### config.mk
export PLATFORM = sky130hd
export DESIGN_NAME = tage_hash_scheduler_flat
export DESIGN_NICKNAME = d
export VERILOG_FILES = /design/src/rtl/tage_hash_scheduler_if.sv /design/src/rtl/tage_hash_scheduler.sv /design/src/flat_wrapper.sv
export SDC_FILE = /design/constraint.sdc
export NUM_CORES = 1
export LEC_CHECK = 0
export ABC_AREA = 1
export CAP_MARGIN = 20
export CORE_ASPECT_RATIO = 1.5
export CORE_UTILIZATION = 30
export CTS_CLUSTER_SIZE = 25
export DETAILED_ROUTE_END_ITERATION = 16
export PLACE_DENSITY = 0.58
export SYNTH_ARGS = -nofsm -noshare
export SYNTH_HDL_FRONTEND = slang
export SYNTH_SLANG_ARGS = --single-unit
### constraint.sdc
create_clock -name CLK -period 3.1 [get_ports CLK]
set_input_delay 0.62 -clock CLK [delete_from_list [all_inputs] [get_ports CLK]]
set_output_delay 0.62 -clock CLK [all_outputs]
set_load 0.03 [all_outputs]
### src/rtl/tage_hash_scheduler_if.sv
// Bundle of the request/grant handshakes, history-recovery inputs and
// generator-facing outputs of the TAGE hash scheduler.
//   slave  : scheduler view (takes requests, drives grants and generator controls)
//   master : requester/environment view (drives requests, observes grants)
interface tage_hash_scheduler_if #(
    parameter int GlobLen      = 131,
    parameter int ADDRESS_SIZE = 32
);
    logic                    pred_req;
    logic [ADDRESS_SIZE-1:0] pred_pc;
    logic                    pred_ack;
    logic                    upd_req;
    logic [ADDRESS_SIZE-1:0] upd_pc;
    logic                    upd_taken;
    logic                    upd_ack;
    logic                    ghist_load;
    logic [GlobLen-1:0]      ghist_in;
    logic [ADDRESS_SIZE-1:0] gen_pc_addr;
    logic [GlobLen-1:0]      gen_ghist;
    logic                    index_tag_enable;
    logic                    hash_valid;
    logic                    hash_is_upd;
    logic                    busy;

    modport slave (
        input  pred_req, pred_pc, upd_req, upd_pc, upd_taken, ghist_load, ghist_in,
        output pred_ack, upd_ack, gen_pc_addr, gen_ghist, index_tag_enable,
               hash_valid, hash_is_upd, busy
    );

    modport master (
        output pred_req, pred_pc, upd_req, upd_pc, upd_taken, ghist_load, ghist_in,
        input  pred_ack, upd_ack, gen_pc_addr, gen_ghist, index_tag_enable,
               hash_valid, hash_is_upd, busy
    );
endinterface

### src/rtl/tage_hash_scheduler.sv
// Sequencer/arbiter for the shared TAGE index/tag hash generator.
// Grants one of fetch (prediction) or retire (update) per 3-cycle slot,
// presents the granted PC and committed history to the generator, flags when
// the generator result is valid and owns the committed global history.
// Ports:
//   CLK    : clock
//   reset  : synchronous, active-low
//   bus    : tage_hash_scheduler_if.slave (requests, acks, history load,
//            generator PC/history/enable, hash_valid/hash_is_upd, busy)
module tage_hash_scheduler #(
    parameter int GlobLen        = 131,
    parameter int ADDRESS_SIZE   = 32,
    parameter int MAX_UPD_STREAK = 3
) (
    input  logic                  CLK,
    input  logic                  reset,
    tage_hash_scheduler_if.slave  bus
);

    typedef enum logic [1:0] {
        ST_IDLE  = 2'd0,
        ST_ISSUE = 2'd1,
        ST_DONE  = 2'd2
    } state_t;

    state_t                  state_r;
    state_t                  state_nxt_s;
    logic                    owner_r;        // 1 = update owns the slot
    logic                    upd_taken_q_r;
    logic [3:0]              upd_streak_r;
    logic [ADDRESS_SIZE-1:0] gen_pc_r;
    logic [GlobLen-1:0]      ghist_r;

    logic                    grant_s;
    logic                    grant_upd_s;
    logic                    streak_cap_s;
    logic                    pred_ack_s;
    logic                    upd_ack_s;
    logic                    enable_s;
    logic                    valid_s;
    logic                    busy_s;

    // Arbitration: only decided in IDLE; prediction wins a tie once the
    // update streak has reached its cap, otherwise update wins.
    always_comb begin
        streak_cap_s = (upd_streak_r == 4'(MAX_UPD_STREAK));
        if (state_r == ST_IDLE) begin
            grant_s     = bus.pred_req | bus.upd_req;
            grant_upd_s = bus.upd_req & (~bus.pred_req | ~streak_cap_s);
        end else begin
            grant_s     = 1'b0;
            grant_upd_s = 1'b0;
        end
    end

    // FSM state register.
    always_ff @(posedge CLK) begin
        if (!reset) begin
            state_r <= ST_IDLE;
        end else begin
            state_r <= state_nxt_s;
        end
    end

    // FSM next-state logic.
    always_comb begin
        state_nxt_s = ST_IDLE;
        case (state_r)
            ST_IDLE:  state_nxt_s = grant_s ? ST_ISSUE : ST_IDLE;
            ST_ISSUE: state_nxt_s = ST_DONE;
            ST_DONE:  state_nxt_s = ST_IDLE;
            default:  state_nxt_s = ST_IDLE;
        endcase
    end

    // FSM output decode.
    always_comb begin
        pred_ack_s = 1'b0;
        upd_ack_s  = 1'b0;
        enable_s   = 1'b0;
        valid_s    = 1'b0;
        busy_s     = 1'b0;
        case (state_r)
            ST_IDLE: begin
                busy_s = 1'b0;
            end
            ST_ISSUE: begin
                pred_ack_s = ~owner_r;
                upd_ack_s  = owner_r;
                enable_s   = 1'b1;
                busy_s     = 1'b1;
            end
            ST_DONE: begin
                valid_s = 1'b1;
                busy_s  = 1'b1;
            end
            default: begin
                busy_s = 1'b0;
            end
        endcase
    end

    // Grant capture, update-streak tracking and committed history.
    // A recovery load overrides a concurrent shift on the same edge.
    always_ff @(posedge CLK) begin
        if (!reset) begin
            gen_pc_r      <= {ADDRESS_SIZE{1'b0}};
            owner_r       <= 1'b0;
            upd_taken_q_r <= 1'b0;
            upd_streak_r  <= 4'd0;
            ghist_r       <= {GlobLen{1'b0}};
        end else begin
            if (grant_s) begin
                gen_pc_r <= grant_upd_s ? bus.upd_pc : bus.pred_pc;
                owner_r  <= grant_upd_s;
                if (grant_upd_s) begin
                    upd_taken_q_r <= bus.upd_taken;
                    upd_streak_r  <= bus.pred_req ? (upd_streak_r + 4'd1) : 4'd0;
                end else begin
                    upd_streak_r  <= 4'd0;
                end
            end
            if (bus.ghist_load) begin
                ghist_r <= bus.ghist_in;
            end else if ((state_r == ST_DONE) && owner_r) begin
                ghist_r <= {ghist_r[GlobLen-2:0], upd_taken_q_r};
            end
        end
    end

    assign bus.pred_ack         = pred_ack_s;
    assign bus.upd_ack          = upd_ack_s;
    assign bus.index_tag_enable = enable_s;
    assign bus.hash_valid       = valid_s;
    assign bus.hash_is_upd      = owner_r;
    assign bus.busy             = busy_s;
    assign bus.gen_pc_addr      = gen_pc_r;
    assign bus.gen_ghist        = ghist_r;

endmodule

### src/flat_wrapper.sv
// flat-port wrapper written by rule: the top's interface ports become plain ports
module tage_hash_scheduler_flat 
#(
    parameter int GlobLen        = 131,
    parameter int ADDRESS_SIZE   = 32,
    parameter int MAX_UPD_STREAK = 3
)
  (CLK, reset, bus_pred_req, bus_pred_pc, bus_upd_req, bus_upd_pc, bus_upd_taken, bus_ghist_load, bus_ghist_in, bus_pred_ack, bus_upd_ack, bus_gen_pc_addr, bus_gen_ghist, bus_index_tag_enable, bus_hash_valid, bus_hash_is_upd, bus_busy);
  tage_hash_scheduler_if #(.GlobLen(GlobLen), .ADDRESS_SIZE(ADDRESS_SIZE)) bus_i ();
  input  logic CLK;
  input  logic reset;
  input wire logic [$bits(bus_i.pred_req)-1:0] bus_pred_req;
  input wire logic [$bits(bus_i.pred_pc)-1:0] bus_pred_pc;
  input wire logic [$bits(bus_i.upd_req)-1:0] bus_upd_req;
  input wire logic [$bits(bus_i.upd_pc)-1:0] bus_upd_pc;
  input wire logic [$bits(bus_i.upd_taken)-1:0] bus_upd_taken;
  input wire logic [$bits(bus_i.ghist_load)-1:0] bus_ghist_load;
  input wire logic [$bits(bus_i.ghist_in)-1:0] bus_ghist_in;
  output wire logic [$bits(bus_i.pred_ack)-1:0] bus_pred_ack;
  output wire logic [$bits(bus_i.upd_ack)-1:0] bus_upd_ack;
  output wire logic [$bits(bus_i.gen_pc_addr)-1:0] bus_gen_pc_addr;
  output wire logic [$bits(bus_i.gen_ghist)-1:0] bus_gen_ghist;
  output wire logic [$bits(bus_i.index_tag_enable)-1:0] bus_index_tag_enable;
  output wire logic [$bits(bus_i.hash_valid)-1:0] bus_hash_valid;
  output wire logic [$bits(bus_i.hash_is_upd)-1:0] bus_hash_is_upd;
  output wire logic [$bits(bus_i.busy)-1:0] bus_busy;
  assign bus_i.pred_req = bus_pred_req;
  assign bus_i.pred_pc = bus_pred_pc;
  assign bus_i.upd_req = bus_upd_req;
  assign bus_i.upd_pc = bus_upd_pc;
  assign bus_i.upd_taken = bus_upd_taken;
  assign bus_i.ghist_load = bus_ghist_load;
  assign bus_i.ghist_in = bus_ghist_in;
  assign bus_pred_ack = bus_i.pred_ack;
  assign bus_upd_ack = bus_i.upd_ack;
  assign bus_gen_pc_addr = bus_i.gen_pc_addr;
  assign bus_gen_ghist = bus_i.gen_ghist;
  assign bus_index_tag_enable = bus_i.index_tag_enable;
  assign bus_hash_valid = bus_i.hash_valid;
  assign bus_hash_is_upd = bus_i.hash_is_upd;
  assign bus_busy = bus_i.busy;
  tage_hash_scheduler #(.GlobLen(GlobLen), .ADDRESS_SIZE(ADDRESS_SIZE), .MAX_UPD_STREAK(MAX_UPD_STREAK)) u_core (.CLK(CLK), .reset(reset), .bus(bus_i));
endmodule
Word-level counts from Yosys, hierarchy flattened:

Cells that the tools add are included.

* $add $sub $neg: 1
* equal/unequal tests: 3
* mux-type cells: 14
* bitwise gates (word level): 6
* reduce and logical (&&, ||, !) cells: 5

Operators by type and width (number)
* $mux 131: 2
* $mux 32: 1
* $mux 1: 8
* $mux 4: 2
* $add 4x1->4 const B: 1
* $eq 4x2->1 const B: 1
* $pmux 2 s2: 1
* $not 1->1: 3
* $eq 2x1->1 const B: 1
* $eq 2x2->1 const B: 1
* $logic_not 2->1: 1
* $or 1x1->1: 2
* $reduce_and 2->1: 1
* $reduce_bool 2->1: 1
* $reduce_or 2->1: 1
* $and 1x1->1: 1
* $logic_and 1x1->1: 1

* bits in registers: 171
* input bits: 201
* logic and storage cells: 35

Depth between registers and ports, before layout:

Gate-level depths: netlist of run 1.

* depth in word-level cells: 6
* depth in mapped cells: 10
* depth with buffers taken out: 8

Worst setup path before layout of run 1:

No wires, ideal clock.

* path kind: register -> output
* start point: reg u_core.state_r[1]
* end point: out bus_pred_ack
* arrival time: 1.205 ns
* setup slack: 1.275 ns
* cell stages (with the launch flop): 5
* path through: dfxtp_1 -> inv_1 -> ha_1 -> inv_1 -> nor2_1

* cells in the longest elaborated chain, start to end: 2

RTL lines
* start: declaration: RTL line tage_hash_scheduler.sv:26 `state_t state_r;`
* start signal: assignment: RTL line tage_hash_scheduler.sv:61 `state_r <= state_nxt_s;`
* $eq 2x1->1: RTL line tage_hash_scheduler.sv:83 `case (state_r)`
* $mux 1: RTL line tage_hash_scheduler.sv:83
* end: declaration: RTL line flat_wrapper.sv:19 `output wire logic [$bits(bus_i.pred_ack)-1:0] bus_pred_ack;`

Every way passes these cells.

Worst setup path in the final report of run 1:

Same ends and word-level chain as after synthesis.

==> results of run 1 <==
cell usage after synthesis, types with 2 or more instances:
cell type,count
buf_2,53
nor2_1,76
buf_4,8
o21ai_0,33
buf_1,3
clkbuf_1,27
dfxtp_1,171
ha_1,4
buf_6,4
nand2_1,309
nand3_1,164
a21oi_2,30
inv_2,6
a21oi_1,7
a31oi_1,130
o21ai_1,2
nand4_1,2
inv_1,41
per-stage QoR:
stage | area, µm² | instances | hold slack [ns] | total power [mW]
floorplan | 7730 | 1074 | 0.454 | 3.21
global placement | 11500 | 1693 | 0.467 | 3.89
detailed placement | 11500 | 1693 | 0.469 | 3.90
CTS | 12100 | 1725 | 0.480 | 6.11
global route | 12100 | 1728 | 0.511 | 6.30
finish | 12100 | 1729 | 0.477 | 6.04
cells by family after synthesis:
family / Yosys count / share of synthesized area [%]
flops: 171 / 44.3
buf+inv: 143 / 8.59
xor+xnor: 1 / 0.113
compound gates: 203 / 16.8
fa+ha+maj: 4 / 0.647
simple gates: 552 / 29.6
worst max path at each step:
stage,startpoint,to,depth (start not counted)
4_1_cts,u_core.state_r[1],bus_pred_ack,5
2_1_floorplan,u_core.state_r[1],bus_pred_ack,4
3_5_place_dp,bus_pred_req,u_core.upd_streak_r[2],9
3_3_place_gp,bus_pred_req,u_core.upd_streak_r[2],9
5_1_grt,u_core.state_r[1],bus_pred_ack,5
6_report,u_core.state_r[1],bus_pred_ack,5
power breakdown:
group | switching [mW] | internal [mW] | total (mW)
Clock | 0.937 | 1.26 | 2.19
Combinational | 0.755 | 0.631 | 1.39
Sequential | 0.110 | 2.35 | 2.46
flip-flops by register name, indices dropped and copies added (netlist names):
signal / count
u_core.bus.gen_ghist: 131
u_core.bus.gen_pc_addr: 32
u_core.bus.hash_is_upd: 1
u_core.state_r: 2
u_core.upd_streak_r: 4
u_core.upd_taken_q_r: 1
cell type report:
type	count	area, µm²	area share, %
Antenna cell	4	10.0	0.0824
Clock buffer	23	478	3.94
Clock inverter	9	113	0.928
Inverter	47	184	1.51
Multi-Input combinational cell	760	3650	30.0
Sequential cell	171	3420	28.2
Tap cell	328	410	3.38
Timing Repair Buffer	387	3880	31.9
cells in the final DEF (no fill, tap or decap), drive strengths merged:
master / instances
nor2: 77
nand3: 164
diode: 4
buf: 19
clkdlybuf4s50: 368
bufinv: 2
a21oi: 37
nand2: 309
o21ai: 36
a31oi: 130
clkbuf: 23
ha: 4
clkinvlp: 4
nand4: 2
xnor2: 1
clkinv: 2
inv: 48
dfxtp: 171
routing by layer:
metal	part of all wire [%]	vias to the layer above	routed length [µm]	GRT usage, %
met5	0	-	0	0
met4	2.0	0	578	8.05
met3	7.0	32	2030	5.66
met2	51	317	14800	38.3
met1	40	3979	11700	25.3
li1	-	4240	-	-
critical path: stages, from the launching register on:
cell and delay, ns:
dfxtp_1 0.32, inv_1 0.07, ha_1 0.26, inv_1 0.06
nor2_1 0.08, clkdlybuf4s50_1 0.67
==> summary.md, run 1 <==
| Metric | Value |
|---|---|
| Finish-stage setup viols | `0` |
| Placer congestion estimate | `0.801` |
| Status | `finished clean` |
| RSZ-0062 raised after global routing | `no` |
| Synthesized Nets | `1,279` |
| Req. time, crit path | `2.48 ns` |
| Wirelength, routed | `29,100 µm` |
| Max Clk Rate | `397 MHz` |
| Top FF cell, synth | `dfxtp_1` |
| Vias in the first global route | `8,209` |
| Worst-Margin Slew | `0.942 ns` |
| CTS buffer count | `17` |
| Via-to-Cell Ratio | `4.96` |
| DR WL/cell | `16.8 µm` |
| Root buf cell | `clkbuf_16` |
| RR Endpoint | `u_core.bus.gen_ghist[86]` |
| Post-layout net count | `1,589` |
| Lkg Pwr | `4.47 nW` |
| Sequential share of the synthesized area | `44.3%` |
| Arrival time at the worst endpoint | `1.90 ns` |
| CP Launch Type | `flop` |
| Cells on Worst Hold Path | `2` |
| Total die area | `26,400 µm²` |
| Cell count of the worst reg-to-reg path | `7` |
| Maxcap violations | `0` |
| R2r setup slk | `0.95 ns` |
| CTS Hold Bufs | `0` |
| Clk slew on worst S/H paths | `0.07 ns` |
| Setup bufs post-CTS | `0` |
| Grt ovf | `0` |
| HP Class | `flop to flop` |
| Mapped cell area | `7730 µm²` |
| CTS H-Tree Depth | `4` |
| First-pass GRT wire length | `45,600 µm` |
| Share of layout cells above drive strength 1 | `6.23%` |
| Synthesis-to-finish area growth | `57.0%` |
| Final ANT Viol Nets | `0` |
| Initial Util | `30.6%` |
| Setup WS pre-CTS | `0.753 ns` |
| Via count | `8,568` |
| Die W | `133 µm` |
| Longest Clk Path Bufs | `2` |
| Avg Inst Size Synth | `7.20 µm²` |
| Ys async rst share | `0%` |
| Core Footprint | `25,200 µm²` |
| Overall global routing resource usage | `21.8%` |
| Fin crit period | `2.52 ns` |
| Residual DRC | `0` |
| Final period util | `81.2%` |
| Pre-antenna DRT Iters | `5` |
| DRT iter0 DRCs | `484` |
| Post-synth top area share | `44.3%` |
| CTS tree | `yes` |
| Worst rel slew slack | `37.2%` |
| Initial antenna violation count | `3` |
| Synth unique cells | `22` |
| Num rows | `71` |
| Port buffer count | `369` |
| Worst Hold Path EP | `u_core.bus.gen_ghist[130]` |
| Flop and latch count out of synthesis | `171` |
| CP endpoint kind | `output port` |
| Synth Warn # | `0` |
| DP HPWL | `19,800 µm` |
| Reg-to-reg startpoint | `u_core.state_r[0]` |
| Clk Latency, worst-skew pair | `0.43 ns` |
| Die height | `199 µm` |
| Mapped Cells | `1,074` |
| Num ports | `370` |
| Post-synth EDFFs | `0` |
| Hold Fails Final Rpt | `0` |
| Top cells by area, synth | `dfxtp_1, nand2_1, nand3_1, a31oi_1, nor2_1` |
| Kind of critical path | `flop to output port` |
| Setup_tns | `0 ns` |
| Pwr/cell area | `497 nW/µm²` |
| Final Util | `48.1%` |
| Clk sinks | `171` |
| Synth area leader | `dfxtp_1` |
| Final WS setup | `0.582 ns` |
| Max Slew Vio Count | `0` |
| Pin count of the biggest net entering global routing | `93` |
| Clk_skew | `0.00906 ns` |
| # resized after CTS | `0` |
| HP Start | `u_core.bus.gen_ghist[130]` |
| VDD IR max | `0.380 mV` |
| Fill count | `2,603` |
| CP max FO | `4` |
Note: power is estimated with default switching activity, not from simulation.
==> run 2, diff against run 1 <==
==> constraint.sdc (replaced) <==
create_clock -name CLK -period 2.5 [get_ports CLK]
set_input_delay 0.5 -clock CLK [delete_from_list [all_inputs] [get_ports CLK]]
set_output_delay 0.5 -clock CLK [all_outputs]
set_load 0.03 [all_outputs]
==> run 2 against run 1 <==
Sequential cell count did not move; global-route usage fell by 0.39 points; hold slack got worse by 0.0096 ns; utilization rose by 0.42 points; highest routed layer unchanged; final cell count barely moved; sequential power rose by 24%; sequential share of layout area fell by 0.24 points; non-clock buffer count rose by 3; register-to-register slack got worse by 0.12 ns.
==> summary.md, run 2 (synthesis gave the netlist of run 1 again) <==
| Metric | Value |
|---|---|
| Cell count of the worst reg-to-reg path | `7` |
| CTS buffer count | `17` |
| Worst Hold Path EP | `u_core.bus.gen_ghist[98]` |
| Max Slew Vio Count | `0` |
| Longest Clk Path Bufs | `2` |
| DR WL/cell | `16.5 µm` |
| Initial antenna violation count | `1` |
| Sw Share | `29.1%` |
| Num ports | `370` |
| Arrival time at the worst endpoint | `1.89 ns` |
| RSZ-0062 raised after global routing | `no` |
| Core Footprint | `25,200 µm²` |
| Fill count | `2,565` |
| GR peak layer | `met2` |
| Root buf cell | `clkbuf_16` |
| Multi-input gate area | `3650 µm²` |
| CTS tree | `yes` |
| Pre-antenna DRT Iters | `4` |
| Routing usage on met3 | `6.35%` |
| Most used cell along the critical path | `inv_1` |
| Max FFs per register | `131` |
| Die W | `133 µm` |
| M2 GR Usage | `36.9%` |
| Slowest Stage Delay on Critical Path | `0.66 ns` |
| Comb power frac | `23.2%` |
| Hold Fails Final Rpt | `0` |
| R2r setup slk | `0.83 ns` |
| CP endpoint kind | `output port` |
| DRT iter0 DRCs | `551` |
| Final period util | `95.7%` |
| Setup_tns | `0 ns` |
| First-pass GRT wire length | `44,700 µm` |
| Reg area | `3420 µm²` |
| HP Start | `bus_ghist_load` |
| Clk slew on worst S/H paths | `0.07 ns` |
| Via count | `8,534` |
| Clk_skew | `0.00873 ns` |
| Via-to-Cell Ratio | `4.94` |
| HP Class | `primary input to flop` |
| Buf/Inv on CP | `3` |
| Maxcap violations | `0` |
| Finish-stage setup viols | `0` |
| Num rows | `71` |
| Lkg Pwr | `4.54 nW` |
| Reg-to-reg startpoint | `u_core.state_r[0]` |
| Share of layout cells above drive strength 1 | `6.29%` |
| Total Power | `7.50 mW` |
| Commonest non-fill, non-tap cell in the layout | `clkdlybuf4s50_1` |
| Initial Util | `30.6%` |
| Crit path max-delay cell type | `clkdlybuf4s50_1` |
| CP top delay family | `buffers and inverters` |
| CP max FO | `4` |
| CP Launch Type | `flop` |
| Clock power share | `36.2%` |
| DP HPWL | `19,700 µm` |
| Clk sinks | `171` |
| Kind of critical path | `flop to output port` |
| Net Switching | `2.18 mW` |
| Most frequent cells in the layout | `clkdlybuf4s50_1, nand2_1, dfxtp_1, nand3_1, a31oi_1` |
| Grt ovf | `0` |
| Pwr/cell area | `613 nW/µm²` |
| Post-layout net count | `1,592` |
| Max Clk Rate | `418 MHz` |
| Met1 usage | `24.7%` |
| Cells on Worst Hold Path | `3` |
| Vias in the first global route | `8,185` |
| Placer congestion estimate | `0.792` |
| Clk Latency, worst-skew pair | `0.43 ns` |
| Sequential share of power | `40.6%` |
| Total die area | `26,400 µm²` |
| VDD IR max | `0.494 mV` |
| Worst-path cell chain | `inv_1 -> ha_1 -> nand2_1 -> inv_1 -> clkdlybuf4s50_1` |
| Req. time, crit path | `2.00 ns` |
| Die height | `199 µm` |
| Wirelength, routed | `28,600 µm` |
| Residual DRC | `0` |
| Port buffer count | `369` |
| Status | `finished clean` |
| Fin crit period | `2.39 ns` |
| Pin count of the biggest net entering global routing | `124` |
| Worst-Margin Slew | `0.653 ns` |
| Worst rel slew slack | `56.5%` |
| Final ANT Viol Nets | `0` |
| Overall global routing resource usage | `21.4%` |
| CTS H-Tree Depth | `4` |
| Int Power | `5.32 mW` |
| Synthesis-to-finish area growth | `58.4%` |
| RR Endpoint | `u_core.bus.gen_ghist[93]` |
[run 2: changes by cell type in the layout (fill, tap and decap cells not counted), sizes merged]
cell	previous run	this run
clkinv	2	1
clkbuf	23	26
clkinvlp	4	1
diode	4	1
dlymetal6s2s	0	1
buf	19	22
clkdlybuf4s50	368	367
[run 2: layout make-up]
class                   count  area share [%]
flip-flops and latches    171            28.0
inverters                  47            1.50
clock inverters             5           0.664
repair buffers            390            32.6
well taps                 328            3.35
multi-input cells         760            29.8
diodes                      1          0.0204
clock buffers              26            4.16
[run 2: worst register-to-register path, delay by kind of cell, from the launching register on]
kind,cells,cell delay (ns)
DFF,1,0.32
adders and majority gates,1,0.17
buffers and inverters,3,0.63
and+or+nand+nor,2,0.27
AOI/OAI and AO/OA,1,0.19
[run 2: through the flow]
step / hold WS, ns / worst slack, ns / cell area (µm²) / util, % / instances
global route: 0.466 / 0.0155 / 12200 / 48.5 / 1728
floorplan: 0.454 / 0.795 / 7730 / - / 1074
global placement: 0.466 / 0.487 / 11600 / 46.2 / 1696
detailed placement: 0.476 / 0.468 / 11600 / 46.2 / 1696
CTS: 0.449 / 0.0483 / 12200 / 48.5 / 1727
finish: 0.467 / 0.108 / 12200 / 48.5 / 1728
[run 2: layer usage]
metal / routed length, µm / up-vias
met5: 0 / -
met4: 680 / 0
met3: 2320 / 37
met2: 14200 / 305
met1: 11400 / 3948
li1: - / 4244
[run 2: how the worst max path moves through the flow]
| stage | from | slack, ns | endpoint | depth (start not counted) |
|---|---|---|---|---|
| final | u_core.state_r[1] | 0.11 | bus_upd_ack | 5 |
| after global routing | u_core.state_r[1] | 0.02 | bus_upd_ack | 5 |
| after CTS | u_core.state_r[1] | 0.05 | bus_pred_ack | 5 |
| after detailed placement | bus_upd_req | 0.47 | u_core.upd_streak_r[3] | 8 |
| after global placement | bus_upd_req | 0.49 | u_core.bus.gen_pc_addr[31] | 7 |
| after floorplan | u_core.state_r[1] | 0.80 | bus_pred_ack | 4 |
[run 2: power by group through the flow]
| stage | clock network (mW) | logic (mW) | registers [mW] |
|---|---|---|---|
| floorplan | 0 | 0.551 | 3.43 |
| CTS | 2.78 | 1.76 | 3.05 |
| finish | 2.71 | 1.74 | 3.05 |
| detailed placement | 0 | 1.75 | 3.11 |
| global placement | 0 | 1.75 | 3.10 |
| global route | 2.88 | 1.87 | 3.07 |
[run 2: what timing repair did]
action / 4_1_cts / 5_1_grt
resized for setup: 0 / 1
hold buffers: 0 / 0
setup endpoints to repair: 0 / 1
setup buffers: 0 / 0
==> run 3, diff against run 2 <==
--- a/config.mk
+++ b/config.mk
@@ -12,6 +12,7 @@
 export CTS_CLUSTER_SIZE = 25
 export DETAILED_ROUTE_END_ITERATION = 16
 export PLACE_DENSITY = 0.58
+export SETUP_SLACK_MARGIN = 0.4
 export SYNTH_ARGS = -nofsm -noshare
 export SYNTH_HDL_FRONTEND = slang
 export SYNTH_SLANG_ARGS = --single-unit
==> run 3 against run 2 <==
Clock power barely moved; final cell count did not move; sequential share of layout area did not move; register-to-register slack barely moved; wire length fell by 0.17%; hold slack improved by 0.0010 ns; highest routed layer unchanged; sequential power barely moved.
==> summary.md, run 3 (synthesis gave the netlist of run 1 again) <==
| Metric | Value |
|---|---|
| Clk sinks | `171` |
| VDD IR max | `0.494 mV` |
| DP HPWL | `19,700 µm` |
| First-pass GRT wire length | `44,700 µm` |
| Dpl cells | `1,696` |
| Via count | `8,514` |
| CTS tree | `yes` |
| Core Footprint | `25,200 µm²` |
| Placer congestion estimate | `0.792` |
| Num ports | `370` |
| Initial Util | `30.6%` |
| Final period util | `81.7%` |
| Die height | `199 µm` |
| Post-layout net count | `1,592` |
| Vias in the first global route | `8,185` |
| CTS buffer count | `17` |
| Wirelength, routed | `28,500 µm` |
| Via-to-Cell Ratio | `4.93` |
| Worst rel slew slack | `55.7%` |
| CP endpoint kind | `output port` |
| Slowest Stage Delay on Critical Path | `0.73 ns` |
| Max FFs per register | `131` |
| Pwr/cell area | `611 nW/µm²` |
| Clk Latency, worst-skew pair | `0.43 ns` |
| DRT iter0 DRCs | `517` |
| Clk slew on worst S/H paths | `0.07 ns` |
| Maxcap violations | `0` |
| Pin count of the biggest net entering global routing | `124` |
| HP Class | `primary input to flop` |
| Synthesis-to-finish area growth | `58.4%` |
| Longest Clk Path Bufs | `2` |
| Pre-antenna DRT Iters | `5` |
| Clk_skew | `0.00930 ns` |
| Most frequent cells in the layout | `clkdlybuf4s50_1, nand2_1, dfxtp_1, nand3_1, a31oi_1` |
| DR WL/cell | `16.5 µm` |
| Status | `finished clean` |
| Overall global routing resource usage | `21.4%` |
| Root buf cell | `clkbuf_16` |
| Num rows | `71` |
| Share of layout cells above drive strength 1 | `6.43%` |
| Grt ovf | `0` |
| WP depth | `1` |
| Final ANT Viol Nets | `0` |
| CP top delay family | `buffers and inverters` |
| CTS Hold Bufs | `0` |
| Fin crit period | `2.04 ns` |
| Hold Fails Final Rpt | `0` |
| CP Launch Type | `flop` |
| Non-Filler Instances | `1,728` |
| Port buffer count | `369` |
| Cells on Worst Hold Path | `3` |
| CTS H-Tree Depth | `4` |
| Cell count of the worst reg-to-reg path | `7` |
| Fill count | `2,564` |
| Worst-path cell chain | `clkdlybuf4s50_1` |
| Total Power | `7.49 mW` |
| RSZ-0062 raised after global routing | `yes` |
| Max Clk Rate | `490 MHz` |
| Kind of critical path | `flop to output port` |
| Req. time, crit path | `2.00 ns` |
| Arrival time at the worst endpoint | `1.54 ns` |
| R2r setup slk | `0.83 ns` |
| Finish-stage setup viols | `0` |
| Lkg Pwr | `4.63 nW` |
| Max Slew Vio Count | `0` |
| Die W | `133 µm` |
| Initial antenna violation count | `1` |
| Setup_tns | `0 ns` |
| Crit path max-delay cell type | `clkdlybuf4s50_1` |
| Buf/Inv on CP | `1` |
| Commonest non-fill, non-tap cell in the layout | `clkdlybuf4s50_1` |
| Residual DRC | `0` |
| Worst-Margin Slew | `0.665 ns` |
| CP max FO | `3` |
| Fin area | `12,200 µm²` |
| Cell area after placement | `11,600 µm²` |
| Total die area | `26,400 µm²` |
==> run 3: changes by cell type in the layout (fill, tap and decap cells not counted), sizes merged <==
cell / previous run / this run
clkdlybuf4s15: 0 / 1
clkdlybuf4s50: 367 / 356
dlymetal6s2s: 1 / 5
dlygate4sd2: 0 / 5
clkbuf: 26 / 27
==> run 3: area by class of cell <==
cell class / count / area (µm²) / area share, %
clock inverters: 5 / 81.3 / 0.664
inverters: 47 / 184 / 1.50
flip-flops and latches: 171 / 3420 / 28.0
repair buffers: 390 / 3990 / 32.6
clock buffers: 26 / 509 / 4.16
well taps: 328 / 410 / 3.35
diodes: 1 / 2.50 / 0.0204
multi-input cells: 760 / 3650 / 29.8
==> run 3: power by group <==
part	switching [mW]	total [mW]	internal, mW
sequential	0.134	3.05	2.91
clock	1.10	2.71	1.60
combinational	0.939	1.73	0.795
total	2.18	7.49	5.31
==> run 3: metal layers <==
| metal | track usage (%) | wire length, µm |
|---|---|---|
| met4 | 8.51 | 615 |
| met3 | 6.35 | 2480 |
| met1 | 24.7 | 11200 |
| met5 | 0 | 0 |
| met2 | 36.9 | 14200 |
==> run 3: stage by stage <==
step,hold WS (ns),utilization (%),setup WS [ns]
after floorplan,0.454,-,0.795
after global placement,0.466,46.2,0.487
after detailed placement,0.476,46.2,0.468
after CTS,0.449,48.5,0.332
after global routing,0.466,48.5,0.392
final,0.469,48.5,0.457
==> run 3: repair_timing <==
| action | in CTS | in global routing |
|---|---|---|
| buffers inserted | 0 | 0 |
| resized for setup | 9 | 7 |
| pin swaps | 0 | 0 |
| setup endpoints to repair | 7 | 7 |
| gates cloned | 0 | 0 |
==> run 3: worst paths after layout <==
path / end / start
max: bus_gen_ghist[0] / u_core.bus.gen_ghist[0]
min: u_core.bus.gen_ghist[98] / bus_ghist_load
max reg2reg: u_core.bus.gen_ghist[93] / u_core.state_r[0]
min reg2reg: u_core.bus.gen_ghist[130] / u_core.bus.gen_ghist[130]
